--- src/rtl/pipe_pkg.sv ---
// Shared definitions for the IF/ID stage: FSM encoding, per-cycle action,
// reset instruction word and the MIPS opcodes the hazard logic inspects.
package pipe_pkg;

    typedef enum logic [1:0] {
        RUN      = 2'b00,
        LU_STALL = 2'b01,
        FLUSH    = 2'b10
    } state_e;

    // What the IF/ID register does on the coming edge, already prioritised.
    typedef enum logic [1:0] {
        ACT_LOAD   = 2'b00,
        ACT_HOLD   = 2'b01,
        ACT_FLUSH  = 2'b10,
        ACT_BUBBLE = 2'b11
    } action_e;

    localparam logic [31:0] NOP_WORD = 32'h0000_0000;

    localparam logic [5:0] OP_RTYPE = 6'h00;
    localparam logic [5:0] OP_BEQ   = 6'h04;
    localparam logic [5:0] OP_BNE   = 6'h05;
    localparam logic [5:0] OP_SW    = 6'h2B;
    localparam logic [5:0] OP_LW    = 6'h23;

    // Opcodes that read rt as a source operand.
    function automatic logic uses_rt(input logic [5:0] op);
        return op inside {OP_RTYPE, OP_BEQ, OP_BNE, OP_SW};
    endfunction

endpackage

--- src/rtl/if_id_stage_if.sv ---
// Fetch <-> IF/ID handshake: fetched word, PC+4, taken-redirect flag,
// and the PC write enable returned to fetch.
interface if_id_stage_if;
    logic [31:0] instruction_if;
    logic [31:0] nextpc_if;
    logic        redirect;
    logic        pc_ifwrite;

    modport master (
        output instruction_if,
        output nextpc_if,
        output redirect,
        input  pc_ifwrite
    );

    modport slave (
        input  instruction_if,
        input  nextpc_if,
        input  redirect,
        output pc_ifwrite
    );
endinterface

--- src/rtl/if_id_stage_load_use_detect.sv ---
// Combinational load-use hazard check between the instruction in decode
// and a load currently in EX.
module load_use_detect
    import pipe_pkg::*;
(
    input  logic [5:0] op,
    input  logic [4:0] rs,
    input  logic [4:0] rt,
    input  logic       valid,
    input  logic       ex_memread,
    input  logic [4:0] ex_rt,
    output logic       hazard
);

    logic rs_match;
    logic rt_match;

    assign rs_match = (ex_rt == rs);
    assign rt_match = uses_rt(op) && (ex_rt == rt);

    // A load into r0 never produces a value worth waiting for.
    assign hazard = valid && ex_memread && (ex_rt != 5'd0) && (rs_match || rt_match);

endmodule

--- src/rtl/if_id_stage.sv ---
// IF/ID pipeline register with load-use bubble insertion, redirect squash,
// external freeze and saturating stall/flush counters.
module if_id_stage #(
    parameter logic [31:0] NOP_WORD = pipe_pkg::NOP_WORD,
    parameter int          CNT_W    = 16
) (
    input  logic              clk,
    input  logic              reset,
    if_id_stage_if.slave      fetch,
    input  logic              ext_stall,
    input  logic              id_ex_memread,
    input  logic [4:0]        id_ex_rt,
    output logic [31:0]       instruction_id,
    output logic [31:0]       nextpc_id,
    output logic              valid_id,
    output logic              bubble_ex,
    output logic [CNT_W-1:0]  stall_cnt,
    output logic [CNT_W-1:0]  flush_cnt
);
    import pipe_pkg::*;

    state_e  state_q;
    state_e  state_d;
    action_e act;
    logic    hazard_raw;
    logic    hazard;

    load_use_detect u_load_use_detect (
        .op         (instruction_id[31:26]),
        .rs         (instruction_id[25:21]),
        .rt         (instruction_id[20:16]),
        .valid      (valid_id),
        .ex_memread (id_ex_memread),
        .ex_rt      (id_ex_rt),
        .hazard     (hazard_raw)
    );

    // Only one bubble per load: the re-presented instruction is let through.
    assign hazard = hazard_raw && (state_q != LU_STALL);

    // NOTE: every always_comb output gets a default first so no path leaves it unassigned (no latch).
    always_comb begin
        act     = ACT_LOAD;
        state_d = RUN;
        if (ext_stall) begin
            act     = ACT_HOLD;
            state_d = state_q;
        end else if (fetch.redirect) begin
            act     = ACT_FLUSH;
            state_d = FLUSH;
        end else if (hazard) begin
            act     = ACT_BUBBLE;
            state_d = LU_STALL;
        end
    end

    // Reset forces the fetch-side controls to their idle values immediately.
    assign fetch.pc_ifwrite = reset || (act == ACT_LOAD) || (act == ACT_FLUSH);
    assign bubble_ex        = !reset && (act == ACT_BUBBLE);

    // NOTE: sequential state uses non-blocking assignments so all registers sample pre-edge values.
    always_ff @(posedge clk) begin
        if (reset) begin
            state_q        <= RUN;
            instruction_id <= NOP_WORD;
            nextpc_id      <= 32'h0;
            valid_id       <= 1'b0;
        end else begin
            state_q <= state_d;
            case (act)
                ACT_LOAD: begin
                    instruction_id <= fetch.instruction_if;
                    nextpc_id      <= fetch.nextpc_if;
                    valid_id       <= 1'b1;
                end
                ACT_FLUSH: begin
                    instruction_id <= NOP_WORD;
                    valid_id       <= 1'b0;
                end
                default: ;
            endcase
        end
    end

    always_ff @(posedge clk) begin
        if (reset) begin
            stall_cnt <= '0;
            flush_cnt <= '0;
        end else begin
            if ((act == ACT_HOLD || act == ACT_BUBBLE) && stall_cnt != '1)
                stall_cnt <= stall_cnt + CNT_W'(1);
            if (act == ACT_FLUSH && flush_cnt != '1)
                flush_cnt <= flush_cnt + CNT_W'(1);
        end
    end

endmodule

--- src/flat_wrapper.sv ---
// flat-port wrapper written by rule: the top's interface ports become plain ports
module if_id_stage_flat import pipe_pkg::*;
#(
    parameter logic [31:0] NOP_WORD = pipe_pkg::NOP_WORD,
    parameter int          CNT_W    = 16
)
  (clk, reset, ext_stall, id_ex_memread, id_ex_rt, instruction_id, nextpc_id, valid_id, bubble_ex, stall_cnt, flush_cnt, fetch_instruction_if, fetch_nextpc_if, fetch_redirect, fetch_pc_ifwrite);
  if_id_stage_if fetch_i ();
  input  logic clk;
  input  logic reset;
  input  logic ext_stall;
  input  logic id_ex_memread;
  input  logic [4:0] id_ex_rt;
  output logic [31:0] instruction_id;
  output logic [31:0] nextpc_id;
  output logic valid_id;
  output logic bubble_ex;
  output logic [CNT_W-1:0] stall_cnt;
  output logic [CNT_W-1:0] flush_cnt;
  input wire logic [$bits(fetch_i.instruction_if)-1:0] fetch_instruction_if;
  input wire logic [$bits(fetch_i.nextpc_if)-1:0] fetch_nextpc_if;
  input wire logic [$bits(fetch_i.redirect)-1:0] fetch_redirect;
  output wire logic [$bits(fetch_i.pc_ifwrite)-1:0] fetch_pc_ifwrite;
  assign fetch_i.instruction_if = fetch_instruction_if;
  assign fetch_i.nextpc_if = fetch_nextpc_if;
  assign fetch_i.redirect = fetch_redirect;
  assign fetch_pc_ifwrite = fetch_i.pc_ifwrite;
  if_id_stage #(.NOP_WORD(NOP_WORD), .CNT_W(CNT_W)) u_core (.clk(clk), .reset(reset), .fetch(fetch_i), .ext_stall(ext_stall), .id_ex_memread(id_ex_memread), .id_ex_rt(id_ex_rt), .instruction_id(instruction_id), .nextpc_id(nextpc_id), .valid_id(valid_id), .bubble_ex(bubble_ex), .stall_cnt(stall_cnt), .flush_cnt(flush_cnt));
endmodule
--- config.mk ---
export PLATFORM = sky130hd
export DESIGN_NAME = if_id_stage_flat
export DESIGN_NICKNAME = d
export VERILOG_FILES = /design/src/rtl/pipe_pkg.sv /design/src/rtl/if_id_stage_if.sv /design/src/rtl/if_id_stage_load_use_detect.sv /design/src/rtl/if_id_stage.sv /design/src/flat_wrapper.sv
export SDC_FILE = /design/constraint.sdc
export NUM_CORES = 1
export LEC_CHECK = 0
export ABC_CLOCK_PERIOD_IN_PS = 3470
export CORE_UTILIZATION = 45
export CTS_CLUSTER_DIAMETER = 200
export CTS_CLUSTER_SIZE = 20
export DETAILED_ROUTE_END_ITERATION = 6
export PLACE_DENSITY = 0.9
export SLEW_MARGIN = 20
export SYNTH_ARGS = -nofsm -noshare
export SYNTH_HDL_FRONTEND = slang
export SYNTH_SLANG_ARGS = --single-unit
--- constraint.sdc ---
create_clock -name clk -period 3.47 [get_ports clk]
set_input_delay 0.5205 -clock clk [delete_from_list [all_inputs] [get_ports clk]]
set_output_delay 0.5205 -clock clk [all_outputs]
set_load 0.005 [all_outputs]
==> impl_metrics.env, run 1 <==
export IMPL_status="finished clean"
export IMPL_met1Wirelength_mm=4.55
export IMPL_io_buffers=172
export IMPL_power_density_nw_per_um2=368
export IMPL_drc=0
export IMPL_post_route_min_period_ns=3.41
export IMPL_place_congestion=0.873
export IMPL_tightest_slew_ns=0.684
export IMPL_grt_pass1_vias=3487
export IMPL_hold_viol=0
export IMPL_rrSetupSlack_ns=1.12
export IMPL_max_freq_mhz=293
export IMPL_final_cell_mix="170 x clkdlybuf4s50_1, 99 x dfxtp_1, 52 x nor2_1, 36 x mux2i_1, 32 x a22o_1"
export IMPL_top_layer_used="met4"
export IMPL_syn_inst=390
export IMPL_crit_required_ns=2.95
export IMPL_clk_path_buf_depth=2
export IMPL_route_met2_wl_mm=5.92
export IMPL_syn_cell_area_um2=3940
export IMPL_syn_to_final_growth_pct=51.3
export IMPL_postCtsSetupBuffers=0
export IMPL_ys_seq_elements=99
export IMPL_reg2reg_from="u_core.instruction_id[16]$_SDFFE_PP0P_"
export IMPL_ys_flop_type="dfxtp_1"
export IMPL_worstReg2RegEnd="u_core.stall_cnt[11]$_SDFFE_PP0P_"
export IMPL_root_buffer="clkbuf_8"
export IMPL_postLayoutSetupSlackWorst_ns=0.0558
export IMPL_ant_nets=0
export IMPL_overflow=0
export IMPL_hold_class="reg -> reg"
export IMPL_viasPerCell=5.34
export IMPL_cts_tree="yes"
export IMPL_crit_path_cell_trace="clkdlybuf4s50_1 > or4_4 > o2111ai_4 > buf_4 > o41ai_4 > nor2_2 > nor2_2 > inv_1 > clkdlybuf4s50_1"
export IMPL_fp_row_count=33
export IMPL_maxCapViolations=0
export IMPL_die_area_um2=9140
export IMPL_diodes=0
export IMPL_min_period_over_period=0.984
export IMPL_num_nets_final=638
export IMPL_ir_worst_vdd_mv=0.292
export IMPL_grt_max_degree=68
export IMPL_skew_ns=0.0161
export IMPL_hold_end="u_core.state_q[1]$_SDFFE_PP0N_"
export IMPL_drt_total_wl_mm=11.1
export IMPL_slowest_stage="or4_4"
export IMPL_cts_sinks=99
export IMPL_antenna_found_initial=0
export IMPL_path_clk_slew_ns=0.09
export IMPL_finalSetupViolations=0
export IMPL_place_ws_ns=-0.0335
export IMPL_final_common_cell="clkdlybuf4s50_1"
export IMPL_hpwl_mm=8.30
export IMPL_ys_types=41
export IMPL_crit_fanout=4
export IMPL_drv_slew=0
export IMPL_hold_depth=2
export IMPL_vias=3591
export IMPL_drive_gt1_frac=0.0617
export IMPL_hold_ws_ns=0.461
export IMPL_coreArea_um2=8340
export IMPL_ys_warn_count=0
export IMPL_slowest_delay_ns=0.59
export IMPL_synth_edf_count=0
export IMPL_reg2regPathDepth=8
export IMPL_hold_start="u_core.state_q[1]$_SDFFE_PP0N_"
export IMPL_die_x_um=95.6
export IMPL_crit_type="in -> out"
export IMPL_ios=173
export IMPL_wire_per_inst_um=16.5
export IMPL_numCtsBuffers=9
export IMPL_grt_pass1_wl_mm=17.1
export IMPL_mappedNetlistNets=466
export IMPL_die_h_um=95.6
export IMPL_initial_utilization=0.473
export IMPL_clock_latency_ns=0.36
export IMPL_h_tree_depth=3
export IMPL_grt_usage=0.243
export IMPL_async_flop_share=0
export IMPL_crit_arrival_ns=2.89
export IMPL_avgSynthCellArea_um2=10.1
export IMPL_rsz0062_at_grt="false"
export IMPL_cp_start_kind="primary input"
export IMPL_ys_seq_area_frac=0.503
export IMPL_drt_iter0_drc=122
export IMPL_relSlewSlack=0.544
export IMPL_p_leak_nw=2.36
export IMPL_crit_path_end_kind="output port"
export IMPL_dr_pass1_iters=4
export IMPL_wl_met3_um=329
export IMPL_cts_hold_buf=0
stage by stage:
stage / instances / total power, mW / TNS [ns] / utilization / instance area [um^2]
2_1_floorplan: 390 / 1.33 / 0 / - / 3940
3_3_place_gp: 656 / 1.52 / 0 / 0.693 / 5780
3_5_place_dp: 656 / 1.53 / -0.0509 / 0.693 / 5780
4_1_cts: 672 / 2.22 / 0 / 0.715 / 5960
5_1_grt: 672 / 2.29 / 0 / 0.715 / 5970
6_report: 672 / 2.20 / 0 / 0.715 / 5970
Yosys cell counts, drive strengths merged (2+ instances only):
cell type,number,area [um^2]
xor2,15,131
clkbuf,8,30.0
or4,4,30.0
a21oi,15,75.1
or3,15,93.8
nand2b,5,31.3
and3,4,25.0
a22o,32,280
o2111ai,2,35.0
buf,13,83.8
mux2i,36,360
nor2b,3,18.8
dfxtp,99,1980
ha,2,25.0
inv,4,15.0
o21ai,15,75.1
xnor2,8,70.1
and4,3,26.3
o31ai,2,15.0
nand2,12,45.0
nor2,54,203
nand3,8,45.0
nor3,5,25.0
nand4,13,81.3
or2,2,12.5
flip-flops by register name (all words and copies together), names as in the netlist:
register,flops
u_core.instruction_id,32
u_core.nextpc_id,32
u_core.flush_cnt,16
u_core.stall_cnt,16
u_core.state_q,2
u_core.valid_id,1
cell families (layout without fill, tap and decap cells):
group / after synthesis / in the layout / share of synthesized area
and+or+nand+nor: 133 / 133 / 0.176
AOI/OAI and AO/OA: 72 / 72 / 0.140
DFF: 99 / 99 / 0.503
buffers and inverters: 25 / 202 / 0.0327
muxes: 36 / 36 / 0.0914
xor gates and xnor gates: 23 / 23 / 0.0511
adders and majority gates: 2 / 2 / 0.00634
how the worst max path moves through the flow:
stage                     cells past startpoint          endpoint  slack, ns         from
after detailed placement                      6         bubble_ex      -0.03  id_ex_rt[1]
after CTS                                     9  fetch_pc_ifwrite       0.02  id_ex_rt[1]
after global routing                          9  fetch_pc_ifwrite      0.005  id_ex_rt[1]
final                                         9  fetch_pc_ifwrite       0.06  id_ex_rt[1]
after floorplan                               7  fetch_pc_ifwrite       0.97  id_ex_rt[1]
after global placement                        9  fetch_pc_ifwrite       0.08  id_ex_rt[1]
report_power, final:
part | internal, mW | leakage [nW] | switching (mW)
registers | 1.17 | 0.806 | 0.0274
clock network | 0.275 | 0.0887 | 0.420
logic | 0.190 | 1.47 | 0.110
timing repair:
| action | in CTS | in global routing |
|---|---|---|
| endpoints found under the hold margin | 0 | 0 |
| setup endpoints to repair | 2 | 1 |
| gates resized for setup | 3 | 1 |
worst max-delay path, delay by kind of cell:
kind                   cells  cell delay [ns]
buffers and inverters      4             1.24
and+or+nand+nor            3             0.81
AOI/OAI and AO/OA          2             0.32
layer usage:
metal	track usage	up-vias
met4	0.101	0
li1	-	1745
met3	0.0439	25
met5	0	-
met2	0.439	82
met1	0.282	1739
area by class of cell:
| class | count | area (um^2) |
|---|---|---|
| clock buffers | 10 | 128 |
| clock inverters | 6 | 51.3 |
| fillers | 678 | 2370 |
| inverters | 4 | 15.0 |
| multi-input cells | 266 | 1840 |
| flip-flops and latches | 99 | 1980 |
| well taps | 105 | 131 |
| repair buffers | 182 | 1820 |
No activity file was read; power rests on OpenSTA's default activity.
==> run 2: changes to the inputs <==
--- a/config.mk
+++ b/config.mk
@@ -14,4 +14,5 @@
 export SLEW_MARGIN = 20
 export SYNTH_ARGS = -nofsm -noshare
 export SYNTH_HDL_FRONTEND = slang
+export SYNTH_HIERARCHICAL = 1
 export SYNTH_SLANG_ARGS = --single-unit
==> run 2 against run 1 <==
Combinational power down 7.7%. Critical endpoint unchanged. Via count up 4.7%. Synthesized cell count up 11%. Worst hold slack worse by 0.0084 ns. First-iteration DRC count down 19%. Count of clock-buffer cells in the layout unchanged. Non-clock buffer count down 3. Power up 1.8%. Sequential cell count unchanged. Register-to-register slack worse by 0.42 ns. Clock skew down 0.0036 ns. Setup slack better by 0.14 ns.
==> impl_metrics.env, run 2 <==
export IMPL_cp_start_kind="primary input"
export IMPL_drc=0
export IMPL_ios=173
export IMPL_die_x_um=96.0
export IMPL_io_buffers=172
export IMPL_p_switching_uw=536
export IMPL_place_ws_ns=-0.0000480
export IMPL_grt_usage=0.234
export IMPL_drive_gt1_frac=0.0749
export IMPL_min_period_over_period=0.943
export IMPL_postLayoutSetupSlackWorst_ns=0.198
export IMPL_rsz0062_at_grt="false"
export IMPL_drv_slew=0
export IMPL_ys_seq_area_frac=0.498
export IMPL_placed_area_um2=5780
export IMPL_mappedNetlistNets=507
export IMPL_slowest_delay_ns=0.55
export IMPL_crit_buf_inv=3
export IMPL_comb_power_share=0.124
export IMPL_syn_inst=431
export IMPL_hold_class="reg -> reg"
export IMPL_grt_pass1_vias=3573
export IMPL_max_freq_mhz=306
export IMPL_post_route_min_period_ns=3.27
export IMPL_async_flop_share=0
export IMPL_hold_ws_ns=0.453
export IMPL_final_cell_mix="170 x clkdlybuf4s50_1, 99 x dfxtp_1, 77 x nand2_1, 38 x a21oi_1, 35 x nor2_1"
export IMPL_seqPwrFrac=0.536
export IMPL_syn_to_final_growth_pct=50.6
export IMPL_pwr_share_clk=0.340
export IMPL_fp_row_count=33
export IMPL_synth_top_cell_area_share=0.498
export IMPL_slowest_stage="or4_1"
export IMPL_initial_utilization=0.475
export IMPL_coreArea_um2=8380
export IMPL_maxCapViolations=0
export IMPL_hold_viol=0
export IMPL_finalPower_mw=2.23
export IMPL_viasPerCell=5.33
export IMPL_dp_cells=691
export IMPL_ys_seq_elements=99
export IMPL_clk_path_buf_depth=2
export IMPL_overflow=0
export IMPL_p_leak_nw=2.12
export IMPL_clock_latency_ns=0.36
export IMPL_h_tree_depth=3
export IMPL_wire_per_inst_um=15.0
export IMPL_synth_compound_area_frac=0.143
export IMPL_crit_top_cell="clkdlybuf4s50_1"
export IMPL_ys_flop_type="dfxtp_1"
export IMPL_cts_tree="yes"
export IMPL_die_area_um2=9220
export IMPL_design_area_um2=5990
export IMPL_synth_edf_count=0
export IMPL_internal_power_mw=1.70
export IMPL_numCtsBuffers=9
export IMPL_tightest_slew_ns=0.703
export IMPL_yosys_area_share_adder=0.00629
export IMPL_finalSetupViolations=0
export IMPL_die_h_um=96.0
export IMPL_fin_cells=706
export IMPL_synth_top_cell_by_area="dfxtp_1"
export IMPL_path_clk_slew_ns=0.09
export IMPL_biggestRegsByFlops="u_core/instruction_id x32, u_core/nextpc_id x32"
export IMPL_power_density_nw_per_um2=373
export IMPL_drt_total_wl_mm=10.6
export IMPL_finish_utilization=0.715
export IMPL_root_buffer="clkbuf_8"
export IMPL_diodes=0
export IMPL_ys_types=45
export IMPL_tns_ns=0
export IMPL_hpwl_mm=7.56
export IMPL_ys_top_cells_by_area="dfxtp_1 50%, nand2_1 7.3%, a22o_1 7.0%"
export IMPL_status="finished clean"
export IMPL_synthSimpleGateAreaFrac=0.233
export IMPL_crit_fanout=3
export IMPL_ir_worst_vdd_mv=0.242
export IMPL_cts_sinks=99
export IMPL_multi_input_area_um2=1890
export IMPL_regArea_um2=1980
export IMPL_yosysMostFrequentCell="dfxtp_1"
export IMPL_final_common_cell="clkdlybuf4s50_1"
export IMPL_dr_pass1_iters=4
export IMPL_crit_path_cell_trace="clkdlybuf4s50_1 > or4_1 > o211ai_1 > a21oi_2 > a31oi_2 > nor2_2 > inv_2 > clkdlybuf4s50_1"
export IMPL_vias=3760
export IMPL_crit_path_end_kind="output port"
export IMPL_fillers=636
export IMPL_crit_required_ns=2.95
export IMPL_relSlewSlack=0.531
export IMPL_synth_common_cells="99 x dfxtp_1, 77 x nand2_1, 39 x a21oi_1"
export IMPL_synthMuxAreaShare=0.00817
export IMPL_ys_warn_count=6
export IMPL_avgSynthCellArea_um2=9.23
export IMPL_swShare=0.240
export IMPL_place_congestion=0.840
export IMPL_drt_iter0_drc=99
export IMPL_grt_max_degree=69
export IMPL_syn_cell_area_um2=3980
export IMPL_postCtsSetupBuffers=0
export IMPL_crit_type="in -> out"
export IMPL_ant_nets=0
export IMPL_crit_family="buffers and inverters"
export IMPL_antenna_found_initial=0
export IMPL_skew_ns=0.0125
export IMPL_synth_xor_area_frac=0.0770
export IMPL_num_nets_final=673
export IMPL_grt_pass1_wl_mm=16.7
export IMPL_synth_top_family_by_area="simple AND/OR/NAND/NOR gates"
export IMPL_crit_arrival_ns=2.75
## run 2: logic make-up (layout without fill, tap and decap cells)
| logic type | after synthesis | in the layout |
|---|---|---|
| buf+inv | 29 | 199 |
| mux | 3 | 3 |
| flops | 99 | 99 |
| fa+ha+maj | 2 | 2 |
| xor+xnor | 35 | 35 |
| compound gates | 82 | 82 |
| simple gates | 181 | 181 |
## run 2: path summary, 6_finish.rpt
check / slack [ns] / to / from / cells past startpoint
worst max-delay path: 0.20 / fetch_pc_ifwrite / id_ex_rt[4] / 8
worst min-delay path: 0.45 / u_core/state_q[0]$_SDFFE_PP0N_ / u_core/state_q[0]$_SDFFE_PP0N_ / 2
worst max register to register: 0.70 / u_core/stall_cnt[14]$_SDFFE_PP0P_ / u_core/instruction_id[26]$_SDFFE_PP0P_ / 9
worst min register to register: 0.45 / u_core/state_q[0]$_SDFFE_PP0N_ / u_core/state_q[0]$_SDFFE_PP0N_ / 2
## run 2: per-layer routing
layer  wire [um]  track usage  vias to the layer above  part of all wire
li1            -            -                     1835                 -
met1        4430        0.281                     1781              0.42
met2        5280        0.382                      126              0.50
met5           0            0                        -                 0
met3         707       0.0798                       18             0.067
met4         196       0.0933                        0             0.018
## run 2: repair_timing
| action | CTS | global route |
|---|---|---|
| gates resized for setup | 1 | 2 |
| pin swaps | 0 | 1 |
| endpoints found under the setup margin | 1 | 1 |
| hold endpoints to repair | 0 | 0 |
| hold buffers | 0 | 0 |
## run 2: area by class of cell
type | instances | share of cell area
Clock buffer | 10 | 0.0230
Clock inverter | 5 | 0.0104
Inverter | 5 | 0.00313
Multi-Input combinational cell | 303 | 0.315
Sequential cell | 99 | 0.331
Tap cell | 105 | 0.0219
Timing Repair Buffer | 179 | 0.296
## run 2: power by group through the flow
stage	clock network (mW)	logic, mW	registers (mW)
after global routing	0.827	0.299	1.20
after CTS	0.770	0.278	1.20
after detailed placement	0	0.276	1.22
after floorplan	0	0.0930	1.22
after global placement	0	0.269	1.22
final	0.759	0.277	1.20
## run 2: worst register-to-register path: stages, from the launching register on
cell and delay [ns]:
dfxtp_1 0.33, nor2b_1 0.14, or4_1 0.42, a2111o_1 0.44, a21oi_2 0.21, a31oi_2 0.13
buf_4 0.21, nor3b_1 0.31, nand4_1 0.14, mux2_1 0.32
==> run 3: changes to the inputs <==
--- a/config.mk
+++ b/config.mk
@@ -6,10 +6,12 @@
 export NUM_CORES = 1
 export LEC_CHECK = 0
 export ABC_CLOCK_PERIOD_IN_PS = 3470
+export CORE_ASPECT_RATIO = 2
 export CORE_UTILIZATION = 45
 export CTS_CLUSTER_DIAMETER = 200
 export CTS_CLUSTER_SIZE = 20
 export DETAILED_ROUTE_END_ITERATION = 6
+export GPL_TIMING_DRIVEN = 0
 export PLACE_DENSITY = 0.9
 export SLEW_MARGIN = 20
 export SYNTH_ARGS = -nofsm -noshare
==> run 3 against run 2 <==
Global-route usage is 1.9 points higher. Count of clock-buffer cells in the layout unchanged. Final cell count increased by 1.7%. Critical path type unchanged. Largest cell class unchanged. Largest power group unchanged.
==> impl_metrics.env, run 3 (same netlist as run 2, synthesis figures left out) <==
export IMPL_status="finished clean"
export IMPL_drt_iter0_drc=182
export IMPL_grt_pass1_wl_mm=17.2
export IMPL_grt_usage=0.252
export IMPL_die_h_um=135
export IMPL_drv_slew=0
export IMPL_maxCapViolations=0
export IMPL_postLayoutSetupSlackWorst_ns=0.0617
export IMPL_viasPerCell=5.43
export IMPL_crit_path_cell_trace="clkdlybuf4s50_1 > or4_1 > o211ai_1 > a21oi_2 > a31oi_4 > nor2_4 > buf_4 > inv_2 > clkdlybuf4s50_1"
export IMPL_tightest_slew_ns=0.569
export IMPL_ios=173
export IMPL_root_buffer="clkbuf_16"
export IMPL_drive_gt1_frac=0.0777
export IMPL_vias=3898
export IMPL_numCtsBuffers=9
export IMPL_diodes=0
export IMPL_antenna_found_initial=0
export IMPL_relSlewSlack=0.618
export IMPL_slowest_delay_ns=0.56
export IMPL_dr_pass1_iters=5
export IMPL_crit_path_end_kind="output port"
export IMPL_wire_per_inst_um=16.3
export IMPL_crit_arrival_ns=2.89
export IMPL_rsz0062_at_grt="false"
export IMPL_clk_path_buf_depth=2
export IMPL_initial_utilization=0.463
export IMPL_finish_utilization=0.723
export IMPL_final_cell_mix="169 x clkdlybuf4s50_1, 99 x dfxtp_1, 77 x nand2_1, 38 x a21oi_1, 35 x nor2_1"
export IMPL_grt_max_degree=16
export IMPL_ant_nets=0
export IMPL_final_common_cell="clkdlybuf4s50_1"
export IMPL_cp_start_kind="primary input"
export IMPL_path_clk_slew_ns=0.06
export IMPL_die_area_um2=9250
export IMPL_power_density_nw_per_um2=433
export IMPL_io_buffers=170
export IMPL_p_leak_nw=2.23
export IMPL_crit_required_ns=2.95
export IMPL_drc=0
export IMPL_grt_pass1_vias=3744
export IMPL_coreArea_um2=8590
export IMPL_hpwl_mm=8.89
export IMPL_num_nets_final=690
export IMPL_placed_area_um2=5810
export IMPL_syn_to_final_growth_pct=56.1
export IMPL_clock_latency_ns=0.34
export IMPL_skew_ns=0.00654
export IMPL_cts_sinks=99
export IMPL_hold_class="reg -> reg"
export IMPL_min_period_over_period=0.982
export IMPL_crit_type="in -> out"
export IMPL_place_congestion=0.856
export IMPL_overflow=0
export IMPL_drt_total_wl_mm=11.7
export IMPL_finalPower_mw=2.69
export IMPL_die_x_um=68.5
export IMPL_fillers=621
export IMPL_crit_family="buffers and inverters"
export IMPL_crit_top_cell="clkdlybuf4s50_1"
export IMPL_biggestRegsByFlops="u_core/instruction_id x32, u_core/nextpc_id x32"
export IMPL_post_route_min_period_ns=3.41
export IMPL_max_freq_mhz=293
export IMPL_crit_buf_inv=4
export IMPL_finalSetupViolations=0
export IMPL_crit_fanout=10
export IMPL_fp_row_count=48
export IMPL_design_area_um2=6210
export IMPL_h_tree_depth=3
export IMPL_place_ws_ns=-0.310
export IMPL_slowest_stage="or4_1"
export IMPL_hold_viol=0
export IMPL_ir_worst_vdd_mv=0.388
export IMPL_cts_tree="yes"
==> run 3: changes by cell type in the layout (fill, tap and decap cells not counted), moves of 2 or more <==
cell,previous run,this run
clkbuf_1,0,15
clkinvlp_4,2,0
buf_4,7,3
bufinv_16,1,4
buf_2,1,6
clkbuf_16,0,9
clkbuf_8,10,3
==> run 3: layout make-up <==
class / instances / area (um^2) / share of cell area
tap: 100 / 125 / 0.0201
clock inverter: 5 / 125 / 0.0201
clock buffer: 10 / 239 / 0.0385
timing repair buffer: 172 / 1720 / 0.277
inverter: 5 / 18.8 / 0.00302
sequential: 99 / 1980 / 0.319
multi-input combinational: 303 / 1880 / 0.303
buffer: 24 / 121 / 0.0195
==> run 3: stage by stage <==
| step | cells | setup TNS, ns | hold slack [ns] |
|---|---|---|---|
| global placement | 701 | -0.269 | 0.435 |
| finish | 718 | 0 | 0.453 |
| CTS | 717 | 0 | 0.455 |
| global route | 718 | 0 | 0.466 |
| floorplan | 431 | 0 | 0.427 |
| detailed placement | 701 | -0.310 | 0.444 |
==> run 3: what timing repair did <==
item,4_1_cts,5_1_grt
setup endpoints to repair,2,2
setup buffers,1,1
hold buffers,0,0
pin swaps,1,1
gates resized for setup,6,1
==> run 3: worst register-to-register path, cell delays in order, from the launching register on <==
cell and delay, ns:
dfxtp_1 0.33, nor2b_1 0.16, or4_1 0.40, a2111o_1 0.44, a21oi_2 0.20, and2_4 0.20
or3_1 0.10, clkbuf_1 0.21, clkbuf_1 0.42, nand2_1 0.11, a21oi_1 0.18
==> run 3: where the power goes <==
group,total [mW],switching (mW),leakage [nW],internal (mW)
registers,1.20,0.0273,0.806,1.17
clock network,1.20,0.409,0.179,0.792
logic,0.287,0.111,1.25,0.176
==> run 3: path summary, 6_finish.rpt <==
| kind | start | endpoint | slack [ns] | cells past startpoint |
|---|---|---|---|---|
| setup / recovery | id_ex_rt[2] | fetch_pc_ifwrite | 0.06 | 9 |
| hold / removal | u_core/nextpc_id[27]$_SDFFE_PP0N_ | u_core/nextpc_id[27]$_SDFFE_PP0N_ | 0.45 | 2 |
| setup reg to reg | u_core/instruction_id[26]$_SDFFE_PP0P_ | u_core/nextpc_id[2]$_SDFFE_PP0N_ | 0.66 | 10 |
| hold reg to reg | u_core/nextpc_id[27]$_SDFFE_PP0N_ | u_core/nextpc_id[27]$_SDFFE_PP0N_ | 0.45 | 2 |
==> run 3: metal layers <==
layer,share of wire,routed length [um],vias to the layer above,GRT usage
met5,0,0,-,0
met4,0.026,309,0,0.123
met3,0.059,695,26,0.0718
met2,0.57,6700,167,0.483
met1,0.34,3990,1834,0.222
li1,-,-,1871,-
